<file path="config.mk">
export PLATFORM = sky130hd
export DESIGN_NAME = psg_ctrl
export DESIGN_NICKNAME = d
export VERILOG_FILES = /design/src/rtl/psg_pkg.sv /design/src/rtl/psg_ctrl_fifo.sv /design/src/rtl/psg_ctrl.sv
export SDC_FILE = /design/constraint.sdc
export NUM_CORES = 1
export LEC_CHECK = 0
export ABC_AREA = 1
export CAP_MARGIN = 25
export CORE_UTILIZATION = 49
export DETAILED_ROUTE_END_ITERATION = 8
export GPL_TIMING_DRIVEN = 0
export PLACE_DENSITY = 0.86
export SLEW_MARGIN = 20
export SYNTH_ARGS = -nofsm -noshare
export SYNTH_HDL_FRONTEND = slang
export SYNTH_SLANG_ARGS = --single-unit
</file>
<file path="constraint.sdc">
create_clock -name clk -period 1.95 [get_ports clk]
set_input_delay 0.39 -clock clk [delete_from_list [all_inputs] [get_ports clk]]
set_output_delay 0.39 -clock clk [all_outputs]
set_load 0.005 [all_outputs]
</file>
<file path="src/rtl/psg_pkg.sv">
// Shared types and constants for the PSG front-end scheduler.
package psg_pkg;

    localparam int PSG_ATTR_ADDR_W = 6;
    localparam int PSG_ATTR_DATA_W = 8;
    localparam int PSG_NUM_CH      = 16;
    // 6 clocks per channel plus one closing clock.
    localparam int PSG_CALC_CYCLES = PSG_NUM_CH * 6 + 1;

    typedef struct packed {
        logic [PSG_ATTR_ADDR_W-1:0] addr;
        logic [PSG_ATTR_DATA_W-1:0] data;
    } psg_attr_wr_t;

    typedef enum logic {
        RR_HOST = 1'b0,
        RR_SEQ  = 1'b1
    } psg_rr_t;

endpackage

</file>
<file path="src/rtl/psg_ctrl_fifo.sv">
// Attribute write FIFO: DEPTH entries (power of two), registered level.
module psg_ctrl_fifo
    import psg_pkg::*;
#(
    parameter int DEPTH = 4
) (
    input  logic                     clk,
    input  logic                     rst_n,
    input  logic                     push,
    input  psg_attr_wr_t             wr_entry,
    input  logic                     pop,
    output psg_attr_wr_t             rd_entry,
    output logic                     full,
    output logic                     empty,
    output logic [$clog2(DEPTH):0]   level
);

    localparam int AW = $clog2(DEPTH);

    psg_attr_wr_t  mem [DEPTH];
    logic [AW-1:0] wr_ptr;
    logic [AW-1:0] rd_ptr;
    logic          do_push;
    logic          do_pop;

    assign full     = (level == (AW+1)'(DEPTH));
    assign empty    = (level == '0);
    assign do_push  = push && !full;
    assign do_pop   = pop && !empty;
    assign rd_entry = mem[rd_ptr];

    always_ff @(posedge clk) begin
        if (do_push)
            mem[wr_ptr] <= wr_entry;
    end

    // Pointers wrap naturally since DEPTH is a power of two.
    always_ff @(posedge clk or negedge rst_n) begin
        if (!rst_n) begin
            wr_ptr <= '0;
            rd_ptr <= '0;
            level  <= '0;
        end else begin
            if (do_push)
                wr_ptr <= wr_ptr + 1'b1;
            if (do_pop)
                rd_ptr <= rd_ptr + 1'b1;
            case ({do_push, do_pop})
                2'b10:   level <= level + 1'b1;
                2'b01:   level <= level - 1'b1;
                default: level <= level;
            endcase
        end
    end

endmodule

</file>
<file path="src/rtl/psg_ctrl.sv">
// PSG front-end: sample tick, calculation-window tracking, host/sequencer
// write arbitration and FIFO drain. Macro PSG_CTRL_FRAME_LOCK_EN holds drains off during the window.
module psg_ctrl
    import psg_pkg::*;
#(
    parameter int SAMPLE_DIV  = 512,
    parameter int BUSY_CYCLES = PSG_CALC_CYCLES,
    parameter int FIFO_DEPTH  = 4
) (
    input  logic                          clk,
    input  logic                          rst_n,
    input  logic                          enable,
    input  logic [PSG_ATTR_ADDR_W-1:0]    host_addr,
    input  logic [PSG_ATTR_DATA_W-1:0]    host_data,
    input  logic                          host_valid,
    output logic                          host_ready,
    input  logic [PSG_ATTR_ADDR_W-1:0]    seq_addr,
    input  logic [PSG_ATTR_DATA_W-1:0]    seq_data,
    input  logic                          seq_valid,
    output logic                          seq_ready,
    output logic [PSG_ATTR_ADDR_W-1:0]    attr_addr,
    output logic [PSG_ATTR_DATA_W-1:0]    attr_wrdata,
    output logic                          attr_write,
    output logic                          next_sample,
    output logic                          busy,
    output logic [$clog2(FIFO_DEPTH):0]   fifo_level
);

    localparam int TW = $clog2(SAMPLE_DIV);
    localparam int BW = $clog2(BUSY_CYCLES + 1);

    logic [TW-1:0] tick_cnt;
    logic [BW-1:0] busy_cnt;
    logic          tick_wrap;
    logic          drain_ok;
    logic          fifo_full;
    logic          fifo_empty;
    logic          push;
    logic          pop;
    psg_attr_wr_t  push_entry;
    psg_attr_wr_t  head;
    psg_rr_t       rr_q;
    psg_rr_t       rr_d;

    // ---- sample tick and calculation window ----
    assign tick_wrap = enable && (tick_cnt == TW'(SAMPLE_DIV - 1));
    assign busy      = (busy_cnt != '0);

    always_ff @(posedge clk or negedge rst_n) begin
        if (!rst_n) begin
            tick_cnt    <= '0;
            next_sample <= 1'b0;
            busy_cnt    <= '0;
        end else begin
            tick_cnt    <= (!enable || tick_wrap) ? '0 : tick_cnt + 1'b1;
            next_sample <= tick_wrap;
            if (tick_wrap)
                busy_cnt <= BW'(BUSY_CYCLES);
            else if (busy)
                busy_cnt <= busy_cnt - 1'b1;
        end
    end

    // ---- arbiter: round-robin only matters when both requesters are valid ----
    always_ff @(posedge clk or negedge rst_n) begin
        if (!rst_n)
            rr_q <= RR_HOST;
        else
            rr_q <= rr_d;
    end

    always_comb begin
        host_ready = 1'b0;
        seq_ready  = 1'b0;
        rr_d       = rr_q;
        if (!fifo_full) begin
            if (host_valid && (!seq_valid || rr_q == RR_HOST))
                host_ready = 1'b1;
            else if (seq_valid)
                seq_ready = 1'b1;
            if (host_valid && seq_valid)
                rr_d = (rr_q == RR_HOST) ? RR_SEQ : RR_HOST;
        end
    end

    assign push            = host_ready || seq_ready;
    assign push_entry.addr = host_ready ? host_addr : seq_addr;
    assign push_entry.data = host_ready ? host_data : seq_data;

    // ---- drain ----
`ifdef PSG_CTRL_FRAME_LOCK_EN
    // Also block the edge that opens a window: the PSG starts reading right after it.
    assign drain_ok = !busy && !tick_wrap;
`else
    assign drain_ok = 1'b1;
`endif

    assign pop = !fifo_empty && drain_ok;

    psg_ctrl_fifo #(
        .DEPTH (FIFO_DEPTH)
    ) u_fifo (
        .clk      (clk),
        .rst_n    (rst_n),
        .push     (push),
        .wr_entry (push_entry),
        .pop      (pop),
        .rd_entry (head),
        .full     (fifo_full),
        .empty    (fifo_empty),
        .level    (fifo_level)
    );

    always_ff @(posedge clk or negedge rst_n) begin
        if (!rst_n) begin
            attr_write  <= 1'b0;
            attr_addr   <= '0;
            attr_wrdata <= '0;
        end else begin
            attr_write <= pop;
            if (pop) begin
                attr_addr   <= head.addr;
                attr_wrdata <= head.data;
            end
        end
    end

endmodule

</file>
==> impl_results.md <==
* Status: complete, no violations
* Routed Antenna Nets at 0
* Slew margin rel. at 0.664
* Power Dens Cells at 1450 nW/µm²
* Largest net degree at the start of global routing at 27
* Mapped Area at 4100 µm²
* Worst setup path class: flip-flop to output pin
* Post-Place Cells at 552
* Ports at 55
* Critical Path Sink Type: output pin
* R2r setup slk at 0.08 ns
* Die area at 8730 µm²
* Nets@finish at 521
* Final count of pins violating max slew at 0
* Total global routing overflow at 0
* CORE AREA at 7930 µm²
* Area of the multi-input gates at 1310 µm²
* Number of synthesized register bits at 96
* Crit-path max FO at 2
* Mean Syn Cell Area at 10.4 µm²
* Finished layout cell area at 5260 µm²
* Total track usage at 0.242
* Total Neg Setup Slack at 0 ns
* FF/Latch Area at 2680 µm²
* Leak Pwr at 2.21 nW
* # diodes at 0
* Finished Layout Cells at 586
* Max-cap violations at 0
* Worst-path clk slew at 0.10 ns
* Vias per cell at 5.35
* Port-buffer cells at 54
* Final period utilization at 0.963
* Measured slew at the worst slew-check pin at 0.504 ns
* H-Tree Depth at 3
* Vert. Die Dim at 93.5 µm
* Share of cells above drive strength 1 at 0.149
* Reg2reg end: u_fifo.level[1]
* Synth Warn # at 0
* M1 wire length at 3750 µm
* Post-DP HPWL at 6000 µm
* Peak supply drop at 671 µV
* Netlist cell types at 29
* Unrepaired setup endpoints after global routing: true
* Worst Hold Class: primary input to async pin
* Initial antenna violation count at 0
* Main synth FF type: edfxtp_1
* DR WL met2 at 5190 µm
* Clk Latency, worst-skew pair at 0.38 ns
* Worst EP required at 1.56 ns
* DR pass1 iterations at 5
* Startpoint Class: flip-flop
* Final min period at 1.88 ns
* Total CTS buffers at 9
* CTS root buf: clkbuf_8
* Worst Skew at 0.0104 ns
* Start of the worst register-to-register path: u_fifo.level[1]
* Overall power at 0.00761 W
* TritonCTS clock tree: done
* Register area share after synthesis at 0.654
* Cells on worst reg2reg path at 10
* Met3 wire length at 597 µm
* FILL cells at 605
* Clock buffer depth at 2
* Vias in the first global route at 3,064
* Final Hold Viols at 0
* Initial drt markers at 262
* DR WL/cell at 16.7 µm
* Placement Cell Area at 4790 µm²
* Routed WL at 9810 µm
* Worst Setup SP: u_fifo.level[1]
* Arrival time at the worst endpoint at 1.49 ns
* Post-synth ARST share at 0.417
* Number of setup violations in the final report at 0
* Number of synthesized flops with an enable pin at 56
* Cells after Synth at 395
* Critical Path End: seq_ready
* P&R area growth vs syn at 28.4%
* DR vias at 3,134
* Synth Net Count at 437
* Fmax at 532 MHz
* Global-route wire length before repair at 15,400 µm
* GPL Wtd Cong at 0.756
* Die span in x at 93.5 µm
* Initial Util at 0.517
* DR top layer: met4
* Residual DRC at 0
* Clk sinks at 96
* Cell Rows at 32
==> cells by family after synthesis <==
logic type / Yosys count / synth area share
and+or+nand+nor: 181 / 0.179
DFF: 96 / 0.654
AOI/OAI and AO/OA: 58 / 0.0766
buffers and inverters: 45 / 0.0473
adders and majority gates: 9 / 0.0293
xor gates and xnor gates: 6 / 0.0128
==> synth_stat cells (5+ instances only) <==
cell type	number	area share
a21oi_1	6	0.0073
a31oi_1	14	0.021
buf_2	7	0.0085
dfrtp_1	40	0.24
edfxtp_1	56	0.41
ha_1	8	0.024
inv_1	31	0.028
nand2_1	64	0.059
nand3_1	7	0.0085
nor2_1	99	0.091
o21ai_0	34	0.042
xor2_1	5	0.011
==> what timing repair did <==
action                     4_1_cts  5_1_grt
resized for setup               16       17
gates cloned                     0        0
hold endpoints to repair        14        0
hold buffers                     1        0
pin swaps                        7        2
buffers inserted                15        2
setup endpoints to repair       59       17
==> registers in the layout, summed over array words and instances (netlist names) <==
signal,cells
u_fifo.mem,56
tick_cnt,9
attr_wrdata,8
busy_cnt,7
attr_addr,6
u_fifo.level,3
u_fifo.rd_ptr,2
u_fifo.wr_ptr,2
attr_write,1
next_sample,1
rr_q,1
==> layout make-up <==
type / instances / share of cell area
clock buffer: 9 / 0.0235
tap: 102 / 0.0243
sequential: 96 / 0.510
buffer: 12 / 0.0147
multi-input combinational: 254 / 0.249
inverter: 33 / 0.0240
clock inverter: 7 / 0.0147
timing repair buffer: 73 / 0.140
==> power by group <==
part	switching (W)	internal (W)
clock network	0.000789	0.000502
logic	0.00182	0.00130
registers	0.000279	0.00292
==> metrics by stage <==
step / setup WS [ns] / hold slack (ns) / utilization
after floorplan: 0.0856 / 0.0944 / -
after global placement: -0.866 / 0.444 / 0.601
after detailed placement: -0.581 / 0.327 / 0.604
after CTS: 0.00144 / 0.462 / 0.655
after global routing: 0.00159 / 0.490 / 0.664
final: 0.0716 / 0.460 / 0.664
==> worst max-delay path, cell delays in order (launching register included) <==
cell and delay (ns):
dfrtp_1 0.41, nor2_2 0.16, nand2_2 0.09, buf_4 0.15
nand2_4 0.07, nor2_1 0.04, clkdlybuf4s15_1 0.20
==> per-layer routing <==
layer  GRT usage  up-vias
li1            -     1468
met1       0.292     1518
met2       0.426      127
met3      0.0366       21
met4       0.115        0
met5           0        -
==> layout by cell type, fill, tap and decap left out, types with 6 or more instances in the layout <==
master	n
clkbuf_8	9
dfrtp_1	40
a21oi_1	6
ha_1	6
nand2_1	62
buf_4	12
buf_2	8
a31oi_1	14
clkdlybuf4s50_1	49
edfxtp_1	56
nand3_1	7
nor2_1	93
inv_1	29
o21ai_0	34
==> how the worst min path moves through the flow <==
stage	depth (start not counted)	slack, ns	end
final	2	0.46	next_sample
after global routing	2	0.49	next_sample
after CTS	2	0.46	next_sample
after detailed placement	1	0.33	next_sample
after global placement	1	0.44	tick_cnt[0]
after floorplan	0	0.09	attr_addr[0]
(Power assumes the default switching activity.)
